File: src/rtl/risc_ctrl_pkg.sv
// risc_ctrl_pkg
// Shared encodings for the RISC control units (single-cycle and multi-cycle):
// multi-cycle FSM state codes, opcode constants, datapath mux/ALU select codes
// and the packed control-word struct that the multi-cycle decoder produces.
// No ports (package).
package risc_ctrl_pkg;

  // Multi-cycle FSM state codes; 11..15 are unused and recover to IDLE.
  localparam logic [3:0] S_IDLE     = 4'd0;
  localparam logic [3:0] S_FETCH    = 4'd1;
  localparam logic [3:0] S_DECODE   = 4'd2;
  localparam logic [3:0] S_MEM_ADDR = 4'd3;
  localparam logic [3:0] S_MEM_RD   = 4'd4;
  localparam logic [3:0] S_MEM_WB   = 4'd5;
  localparam logic [3:0] S_MEM_WR   = 4'd6;
  localparam logic [3:0] S_EXEC     = 4'd7;
  localparam logic [3:0] S_R_DONE   = 4'd8;
  localparam logic [3:0] S_BRANCH   = 4'd9;
  localparam logic [3:0] S_JUMP     = 4'd10;

  // Opcodes (IR[31:26]).
  localparam logic [5:0] OP_R_TYPE = 6'b000000;
  localparam logic [5:0] OP_LW     = 6'b100011;
  localparam logic [5:0] OP_SW     = 6'b101011;
  localparam logic [5:0] OP_BEQ    = 6'b000100;
  localparam logic [5:0] OP_J      = 6'b000010;

  typedef enum logic [1:0] {
    ALU_ADD   = 2'b00,
    ALU_SUB   = 2'b01,
    ALU_FUNCT = 2'b10
  } alu_op_e;

  typedef enum logic [1:0] {
    SRCB_RT      = 2'b00,
    SRCB_FOUR    = 2'b01,
    SRCB_IMM     = 2'b10,
    SRCB_IMM_SH2 = 2'b11
  } alu_src_b_e;

  typedef enum logic [1:0] {
    PCSRC_ALU    = 2'b00,
    PCSRC_ALUOUT = 2'b01,
    PCSRC_JUMP   = 2'b10
  } pc_source_e;

  // Full set of datapath strobes/selects driven by the multi-cycle controller.
  typedef struct packed {
    logic       pc_write;
    logic       pc_write_cond;
    logic       i_or_d;
    logic       mem_read;
    logic       mem_write;
    logic       ir_write;
    logic       mem_to_reg;
    logic       reg_dst;
    logic       reg_write;
    logic       alu_src_a;
    alu_src_b_e alu_src_b;
    alu_op_e    alu_op;
    pc_source_e pc_source;
    logic       instr_done;
  } ctrl_t;

endpackage

File: src/rtl/multicycle_ctrl_fsm_if.sv
// multicycle_ctrl_fsm_if
// Bundle between the multi-cycle controller and the datapath/memory.
//   Datapath -> controller: opcode[5:0], zero, mem_ready
//   Controller -> datapath: pc_write, pc_write_cond, i_or_d, mem_read,
//     mem_write, ir_write, mem_to_reg, reg_dst, reg_write, alu_src_a,
//     alu_src_b[1:0], alu_op[1:0], pc_source[1:0], instr_done, illegal_op,
//     state[3:0] (debug)
// Modports: master = controller side, slave = datapath side.
interface multicycle_ctrl_fsm_if;
  logic [5:0] opcode;
  logic       zero;
  logic       mem_ready;
  logic       pc_write;
  logic       pc_write_cond;
  logic       i_or_d;
  logic       mem_read;
  logic       mem_write;
  logic       ir_write;
  logic       mem_to_reg;
  logic       reg_dst;
  logic       reg_write;
  logic       alu_src_a;
  logic [1:0] alu_src_b;
  logic [1:0] alu_op;
  logic [1:0] pc_source;
  logic       instr_done;
  logic       illegal_op;
  logic [3:0] state;

  modport master (
    input  opcode, zero, mem_ready,
    output pc_write, pc_write_cond, i_or_d, mem_read, mem_write, ir_write,
           mem_to_reg, reg_dst, reg_write, alu_src_a, alu_src_b, alu_op,
           pc_source, instr_done, illegal_op, state
  );

  modport slave (
    output opcode, zero, mem_ready,
    input  pc_write, pc_write_cond, i_or_d, mem_read, mem_write, ir_write,
           mem_to_reg, reg_dst, reg_write, alu_src_a, alu_src_b, alu_op,
           pc_source, instr_done, illegal_op, state
  );
endinterface

File: src/rtl/multicycle_ctrl_decode.sv
// multicycle_ctrl_decode
// Purely combinational decode of the controller state (plus mem_ready for the
// few handshake-qualified strobes) into the datapath control word.
//   state_i[3:0]  current FSM state
//   mem_ready_i   memory completed the current access this cycle
//   ctrl_o        control word (risc_ctrl_pkg::ctrl_t)
// Config macro: RISC_JUMP_EN (decode of the JUMP state).
module multicycle_ctrl_decode
  import risc_ctrl_pkg::*;
(
  input  logic [3:0] state_i,
  input  logic       mem_ready_i,
  output ctrl_t      ctrl_o
);

  always_comb begin
    ctrl_o = '0;
    case (state_i)
      S_FETCH: begin
        // PC+4 computed while the instruction is read; IR and PC only
        // update in the cycle the memory actually returns data.
        ctrl_o.mem_read  = 1'b1;
        ctrl_o.alu_src_b = SRCB_FOUR;
        ctrl_o.ir_write  = mem_ready_i;
        ctrl_o.pc_write  = mem_ready_i;
      end
      S_DECODE: begin
        // Branch target precompute into ALUOut.
        ctrl_o.alu_src_b = SRCB_IMM_SH2;
      end
      S_MEM_ADDR: begin
        ctrl_o.alu_src_a = 1'b1;
        ctrl_o.alu_src_b = SRCB_IMM;
      end
      S_MEM_RD: begin
        ctrl_o.mem_read = 1'b1;
        ctrl_o.i_or_d   = 1'b1;
      end
      S_MEM_WB: begin
        ctrl_o.reg_write  = 1'b1;
        ctrl_o.mem_to_reg = 1'b1;
        ctrl_o.instr_done = 1'b1;
      end
      S_MEM_WR: begin
        ctrl_o.mem_write  = 1'b1;
        ctrl_o.i_or_d     = 1'b1;
        ctrl_o.instr_done = mem_ready_i;
      end
      S_EXEC: begin
        ctrl_o.alu_src_a = 1'b1;
        ctrl_o.alu_op    = ALU_FUNCT;
      end
      S_R_DONE: begin
        ctrl_o.reg_write  = 1'b1;
        ctrl_o.reg_dst    = 1'b1;
        ctrl_o.instr_done = 1'b1;
      end
      S_BRANCH: begin
        ctrl_o.alu_src_a     = 1'b1;
        ctrl_o.alu_op        = ALU_SUB;
        ctrl_o.pc_source     = PCSRC_ALUOUT;
        ctrl_o.pc_write_cond = 1'b1;
        ctrl_o.instr_done    = 1'b1;
      end
`ifdef RISC_JUMP_EN
      S_JUMP: begin
        ctrl_o.pc_source  = PCSRC_JUMP;
        ctrl_o.pc_write   = 1'b1;
        ctrl_o.instr_done = 1'b1;
      end
`endif
      default: ;  // IDLE and unused codes: everything inactive
    endcase
  end

endmodule

File: src/rtl/multicycle_ctrl_fsm.sv
// multicycle_ctrl_fsm
// Sequencing controller for the multi-cycle RISC datapath. Steps the shared
// memory port / ALU / register file through FETCH, DECODE, execute, memory
// and write-back states, holding in memory states until mem_ready.
//   clk    rising-edge clock
//   rst_n  asynchronous active-low reset (state -> IDLE, outputs inactive)
//   bus    multicycle_ctrl_fsm_if.master: opcode/zero/mem_ready in,
//          all control strobes, illegal_op and debug state out
// Config macro: RISC_JUMP_EN -- when defined, opcode 000010 runs the JUMP
// state; when undefined it is treated as illegal and code 10 is unused.
module multicycle_ctrl_fsm
  import risc_ctrl_pkg::*;
(
  input  logic                   clk,
  input  logic                   rst_n,
  multicycle_ctrl_fsm_if.master  bus
);

  logic [3:0] state_q;
  logic [3:0] state_d;
  logic       illegal;
  ctrl_t      ctrl;

  // Next-state logic. opcode is only looked at in DECODE and MEM_ADDR.
  always_comb begin
    state_d = S_IDLE;
    illegal = 1'b0;
    case (state_q)
      S_IDLE:     state_d = S_FETCH;
      S_FETCH:    state_d = bus.mem_ready ? S_DECODE : S_FETCH;
      S_DECODE: begin
        case (bus.opcode)
          OP_R_TYPE:    state_d = S_EXEC;
          OP_LW, OP_SW: state_d = S_MEM_ADDR;
          OP_BEQ:       state_d = S_BRANCH;
`ifdef RISC_JUMP_EN
          OP_J:         state_d = S_JUMP;
`endif
          default: begin
            illegal = 1'b1;
            state_d = S_FETCH;
          end
        endcase
      end
      // Only lw/sw reach here; anything that is not a store is run as a load.
      S_MEM_ADDR: state_d = (bus.opcode == OP_SW) ? S_MEM_WR : S_MEM_RD;
      S_MEM_RD:   state_d = bus.mem_ready ? S_MEM_WB : S_MEM_RD;
      S_MEM_WB:   state_d = S_FETCH;
      S_MEM_WR:   state_d = bus.mem_ready ? S_FETCH : S_MEM_WR;
      S_EXEC:     state_d = S_R_DONE;
      S_R_DONE:   state_d = S_FETCH;
      S_BRANCH:   state_d = S_FETCH;
`ifdef RISC_JUMP_EN
      S_JUMP:     state_d = S_FETCH;
`endif
      default:    state_d = S_IDLE;  // unused codes recover
    endcase
  end

  // Asynchronous reset forces IDLE immediately, so the decoded strobes drop
  // in the same cycle and an in-flight instruction is abandoned.
  always_ff @(posedge clk or negedge rst_n) begin
    if (!rst_n) state_q <= S_IDLE;
    else        state_q <= state_d;
  end

  multicycle_ctrl_decode u_decode (
    .state_i     (state_q),
    .mem_ready_i (bus.mem_ready),
    .ctrl_o      (ctrl)
  );

  assign bus.pc_write      = ctrl.pc_write;
  assign bus.pc_write_cond = ctrl.pc_write_cond;
  assign bus.i_or_d        = ctrl.i_or_d;
  assign bus.mem_read      = ctrl.mem_read;
  assign bus.mem_write     = ctrl.mem_write;
  assign bus.ir_write      = ctrl.ir_write;
  assign bus.mem_to_reg    = ctrl.mem_to_reg;
  assign bus.reg_dst       = ctrl.reg_dst;
  assign bus.reg_write     = ctrl.reg_write;
  assign bus.alu_src_a     = ctrl.alu_src_a;
  assign bus.alu_src_b     = ctrl.alu_src_b;
  assign bus.alu_op        = ctrl.alu_op;
  assign bus.pc_source     = ctrl.pc_source;
  assign bus.instr_done    = ctrl.instr_done;
  assign bus.illegal_op    = illegal;
  assign bus.state         = state_q;

endmodule

File: src/flat_wrapper.sv
// flat-port wrapper written by rule: the top's interface ports become plain ports
module multicycle_ctrl_fsm_flat import risc_ctrl_pkg::*;
  (clk, rst_n, bus_opcode, bus_zero, bus_mem_ready, bus_pc_write, bus_pc_write_cond, bus_i_or_d, bus_mem_read, bus_mem_write, bus_ir_write, bus_mem_to_reg, bus_reg_dst, bus_reg_write, bus_alu_src_a, bus_alu_src_b, bus_alu_op, bus_pc_source, bus_instr_done, bus_illegal_op, bus_state);
  multicycle_ctrl_fsm_if bus_i ();
  input  logic clk;
  input  logic rst_n;
  input wire logic [$bits(bus_i.opcode)-1:0] bus_opcode;
  input wire logic [$bits(bus_i.zero)-1:0] bus_zero;
  input wire logic [$bits(bus_i.mem_ready)-1:0] bus_mem_ready;
  output wire logic [$bits(bus_i.pc_write)-1:0] bus_pc_write;
  output wire logic [$bits(bus_i.pc_write_cond)-1:0] bus_pc_write_cond;
  output wire logic [$bits(bus_i.i_or_d)-1:0] bus_i_or_d;
  output wire logic [$bits(bus_i.mem_read)-1:0] bus_mem_read;
  output wire logic [$bits(bus_i.mem_write)-1:0] bus_mem_write;
  output wire logic [$bits(bus_i.ir_write)-1:0] bus_ir_write;
  output wire logic [$bits(bus_i.mem_to_reg)-1:0] bus_mem_to_reg;
  output wire logic [$bits(bus_i.reg_dst)-1:0] bus_reg_dst;
  output wire logic [$bits(bus_i.reg_write)-1:0] bus_reg_write;
  output wire logic [$bits(bus_i.alu_src_a)-1:0] bus_alu_src_a;
  output wire logic [$bits(bus_i.alu_src_b)-1:0] bus_alu_src_b;
  output wire logic [$bits(bus_i.alu_op)-1:0] bus_alu_op;
  output wire logic [$bits(bus_i.pc_source)-1:0] bus_pc_source;
  output wire logic [$bits(bus_i.instr_done)-1:0] bus_instr_done;
  output wire logic [$bits(bus_i.illegal_op)-1:0] bus_illegal_op;
  output wire logic [$bits(bus_i.state)-1:0] bus_state;
  assign bus_i.opcode = bus_opcode;
  assign bus_i.zero = bus_zero;
  assign bus_i.mem_ready = bus_mem_ready;
  assign bus_pc_write = bus_i.pc_write;
  assign bus_pc_write_cond = bus_i.pc_write_cond;
  assign bus_i_or_d = bus_i.i_or_d;
  assign bus_mem_read = bus_i.mem_read;
  assign bus_mem_write = bus_i.mem_write;
  assign bus_ir_write = bus_i.ir_write;
  assign bus_mem_to_reg = bus_i.mem_to_reg;
  assign bus_reg_dst = bus_i.reg_dst;
  assign bus_reg_write = bus_i.reg_write;
  assign bus_alu_src_a = bus_i.alu_src_a;
  assign bus_alu_src_b = bus_i.alu_src_b;
  assign bus_alu_op = bus_i.alu_op;
  assign bus_pc_source = bus_i.pc_source;
  assign bus_instr_done = bus_i.instr_done;
  assign bus_illegal_op = bus_i.illegal_op;
  assign bus_state = bus_i.state;
  multicycle_ctrl_fsm u_core (.clk(clk), .rst_n(rst_n), .bus(bus_i));
endmodule
File: config.mk
export PLATFORM = sky130hd
export DESIGN_NAME = multicycle_ctrl_fsm_flat
export DESIGN_NICKNAME = d
export VERILOG_FILES = /design/src/rtl/risc_ctrl_pkg.sv /design/src/rtl/multicycle_ctrl_fsm_if.sv /design/src/rtl/multicycle_ctrl_decode.sv /design/src/rtl/multicycle_ctrl_fsm.sv /design/src/flat_wrapper.sv
export SDC_FILE = /design/constraint.sdc
export NUM_CORES = 1
export LEC_CHECK = 0
export ABC_AREA = 1
export CAP_MARGIN = 20
export CORE_AREA = 2 2 39 41
export CTS_CLUSTER_SIZE = 28
export DETAILED_ROUTE_END_ITERATION = 8
export DIE_AREA = 0 0 41 43
export PLACE_DENSITY = 0.75
export SETUP_SLACK_MARGIN = 0.05
export SKIP_CTS_REPAIR_TIMING = 1
export SYNTH_ARGS = -nofsm -noshare
export SYNTH_HDL_FRONTEND = slang
export SYNTH_SLANG_ARGS = --single-unit
File: constraint.sdc
create_clock -name clk -period 3.4 [get_ports clk]
set_clock_uncertainty 0.05 [all_clocks]
set_input_delay 0.34 -clock clk [delete_from_list [all_inputs] [get_ports clk]]
set_output_delay 0.34 -clock clk [all_outputs]
set_load 0.02 [all_outputs]
* Word level (Yosys, flattened, before mapping)
Cells that the tools add are included.
** Storage, ports and cells
- Logic and storage cells :: 44
- Output and inout port bits :: 22
- Latch bits :: 0
- Memories :: 0
- Memory bits (writable) :: 0
- Bits in registers :: 4
- ROM bits :: 0
- Input port bits :: 10
** Cells by class
- $mul :: 0
- Order comparisons :: 0
- $add $sub $neg :: 0
- Bitwise logic cells :: 0
- Equality and inequality tests :: 12
- Reduce and logical (&&, ||, !) cells :: 10
- Shift-type cells :: 0
- Mux-type cells :: 21
- Div/mod/pow operators :: 0
** Operators with widths (count)
- one-hot mux 4 bit (7 select lines) :: 1
- equality test 4 x 3 -> 1 bit, second input constant :: 4
- 2-to-1 mux 1 bit :: 13
- equality test 6 bit, second input constant :: 2
- one-hot mux 4 bit (3 select lines) :: 1
- equality test 4 x 2 -> 1 bit, second input constant :: 2
- equality test 4 bit, second input constant :: 2
- OR reduction 2 bit :: 4
- OR reduction 4 bit :: 2
- equality test 6 x 3 -> 1 bit, second input constant :: 1
- zero test 6 bit :: 1
- one-hot mux 2 bit (3 select lines) :: 1
- OR reduction 3 bit :: 2
- equality test 4 x 1 -> 1 bit, second input constant :: 1
- zero test 4 bit :: 1
- 2-to-1 mux 2 bit :: 2
- one-hot mux 2 bit (2 select lines) :: 1
- 2-to-1 mux 3 bit :: 1
- one-hot mux 1 bit (2 select lines) :: 1

* Depth between registers and ports, before layout
- Depth in word-level cells :: 4
- Mapped depth :: 7

* Modules after synthesis
From an unflattened synthesis, not the netlist that was laid out.
** Unflattened totals
- Cell total of the unflattened synthesis :: 91
- Area total of the unflattened synthesis :: 510.5 µm²
** By module, submodules not included
- multicycle_ctrl_fsm :: sequential area each 100.1 µm², times used 1, cells each 54, area an instance 332.8 µm²
- multicycle_ctrl_decode :: sequential area each 0.0 µm², times used 1, cells each 37, area an instance 177.7 µm²

* Worst setup path after synthesis
Ideal clock, no wire load.
- Path type :: flip-flop to output port
- From :: register u_core.state_q[3], in the netlist u_core.bus.state[3]
- To :: output port bus_instr_done
- Buffers on the path :: 0
- Cell stages (with the launch flop) :: 6
- Path slack :: 1.526 ns
- Arrival time :: 1.484 ns
- Cell sequence :: dfrtp_1 inv_2 nand2_1 nor3_1 nand2_1 nand2_1
** On the way
- Longest elaborated chain between the ends :: 3
- Elaborated cells between the ends (all ways) :: 6
- Classes of those cells :: eq/ne: 4; mux: 1; reduce/logical: 1
** Ends and longest elaborated chain
- from (decl) :: line multicycle_ctrl_fsm.sv:19 : logic [3:0] state_q;
- from (signal assigned) :: line multicycle_ctrl_fsm.sv:64 : else state_q <= state_d;
- equality test 4 x 3 -> 1 bit / equality test 4 bit (equally long branches) :: line multicycle_ctrl_decode.sv:18 : case (state_i)
- OR reduction 3 bit (no source line)
- one-hot mux 1 bit (2 select lines) (*) :: line multicycle_ctrl_decode.sv:18
- to (decl) :: line flat_wrapper.sv:23 : output wire logic [$bits(bus_i.instr_done)-1:0] bus_instr_done;
Mark *: on every way between the ends. The rest lies on a longest branch, timed or not.

* Worst setup path after layout
- From :: register u_core.state_q[0], in the netlist u_core.bus.state[0]
- To :: output port bus_instr_done
Same word-level chain as after synthesis.

==> results by group <==
Die
  • CORE AREA: 0.00138 mm^2
  • Die W: 41 um
  • Starting Density: 30.7%
  • # rows: 14
  • Die height: 43 um
  • Die ar.: 0.00176 mm^2
  • IO Pins: 32

Critical path
  • Setup Crit Path Kind: reg -> out
  • FF-to-FF path depth: 6
  • Worst path required time: 3010 ps
  • Max FO, Critical Path: 7
  • Worst Setup SP: u_core.bus.state[0]
  • Flop2flop setup slack: 2170 ps
  • Setup crit end kind: primary output
  • Reg-to-Reg Start: u_core.bus.state[0]
  • RR Endpoint: u_core.bus.state[0]
  • CP Launch Type: flip-flop
  • Crit path DAT: 1930 ps

Timing
  • Fmax: 431 MHz
  • Final setup violation count: 0
  • Fin. max-slew vios: 0
  • Final hold violation count: 0
  • Unrepaired setup endpoints after global routing: false
  • Tmin final: 2320 ps
  • Period Utilization, post-route: 68.2%
  • Fin Setup TNS: 0 ps

Drt
  • ANT nets after route: 0
  • Drt wl/cell: 8.91 um
  • Total wire length: 1080 um
  • Avg Vias per Cell: 4.60
  • DR iter-0 viols: 15
  • Residual DRC: 0
  • TritonRoute pass-1 iters: 4
  • Vias: 557

Final layout
  • Layout area overhead: 71.4%
  • Ant. Diodes: 0
  • Nets: 117
  • Commonest cells after routing, fill and taps aside: 29 x clkdlybuf4s50_1, 19 x nand2_1, 16 x nor2_1
  • Most common cell after layout, fill and taps aside: clkdlybuf4s50_1
  • Max FFs per register: 4
  • Finished layout cell area: 727 um^2
  • Footprint of the multi-input gates: 241 um^2
  • Filler instances: 138
  • Final std cells w/o fill: 121
  • Register Area: 100 um^2
  • Proportion of layout cells with a drive suffix above 1: 10.5%

Synthesis
  • Post-synthesis register bit count: 4
  • Post-synth net total: 87
  • Cell count after synthesis: 77
  • Seq/Total Area, Yosys: 23.6%
  • Yosys warning total: 0
  • Post-synthesis cell type count: 17
  • Cell Area, Synth: 424 um^2
  • Avg Cell Area, Syn: 5.51 um^2

Pwr
  • Pwr Density: 783 mW/mm^2
  • LEAKAGE: 0.359 nW
  • Worst VDD drop: 279 uV

Global route
  • Vias in the first global route: 485
  • Largest net degree at the start of global routing: 8
  • First-pass GRT wire length: 1780 um
  • Gr usage total: 14.8%
  • GRT overflow: 0
  • Initial antenna violation count: 0

Placement
  • Cell area after placement: 704 um^2
  • Dpl hpwl: 916 um
  • IO Port Bufs: 29
  • Placed instance count: 118
  • Gpl congestion: 0.791

Clocking
  • TritonCTS buffer count: 3
  • H-tree Lvls: 1
  • Root buf cell: clkbuf_4
  • TritonCTS clock tree: done
  • Clk sinks: 4
  • Worst skew pair latency: 240 ps
  • Clock slew seen by the registers of the worst setup and hold paths: 40 ps
  • Clock Path Buffers: 2

Flow run
  • Max Cap Viol: 0

Worst hold path
  • Worst Hold Class: in -> async

Run status
  • Status: finished, final reports clean
## layer usage
| layer | GRT usage (%) | up-vias | wire length (um) |
|---|---|---|---|
| met2 | 24.4 | 30 | 515 |
| met4 | 10.7 | 0 | 23 |
| met1 | 14.7 | 235 | 430 |
| met5 | 0 | - | 0 |
| met3 | 4.19 | 3 | 108 |
| li1 | - | 289 | - |
## worst max-delay path, stage by stage, from the launching register on
cell	delay (ps)
dfrtp_1	450
inv_2	70
nor2_2	170
inv_2	50
nor2_1	190
nor2_1	90
nand2_1	70
clkdlybuf4s50_1	590
## Yosys cell counts (all sizes together)
master	n	area, um^2
a21oi	1	5.00
buf	4	30.0
clkinv	1	3.75
conb	1	3.75
dfrtp	4	100
inv	13	48.8
nand2	20	77.6
nand3	8	40.0
nor2	18	72.6
nor3	2	10.0
o21ai	2	13.8
o22ai	2	12.5
or2	1	6.26
## stage by stage
stage	util, %	setup WS, ps	power, mW	hold slack (ps)
after CTS	52.5	1070	0.575	249
after floorplan	-	1530	0.332	-5.59
final	52.5	1080	0.569	245
after detailed placement	50.9	1260	0.512	501
after global routing	52.5	931	0.613	265
after global placement	50.9	1240	0.511	495
## worst max-delay path by stage
stage	end	cells past startpoint
after floorplan	bus_instr_done	5
after global placement	bus_illegal_op	6
after detailed placement	bus_illegal_op	6
after CTS	bus_instr_done	7
after global routing	bus_instr_done	7
final	bus_instr_done	7
## power by group
| part | switching, mW | total (mW) | internal [mW] | leakage, nW |
|---|---|---|---|---|
| combinational | 0.238 | 0.419 | 0.181 | 0.294 |
| clock | 0.0202 | 0.0597 | 0.0395 | 0.0138 |
| sequential | 0.0263 | 0.0905 | 0.0642 | 0.0516 |
| total | 0.284 | 0.569 | 0.285 | 0.359 |
## cell families (layout without fill, tap and decap cells)
logic type	after synthesis	count (layout)	synth area share (%)
simple gates	49	49	48.7
compound gates	5	5	7.37
flops	4	4	23.6
buf+inv	18	46	19.5
other cells	1	1	0.884
## cell type report
type | instances | area share [%]
Clock buffer | 3 | 3.10
Inverter | 14 | 7.23
Multi-Input combinational cell | 55 | 33.2
Sequential cell | 4 | 13.8
Tap cell | 16 | 2.75
Timing Repair Buffer | 29 | 39.9
Note: power is estimated with default switching activity, not from simulation.
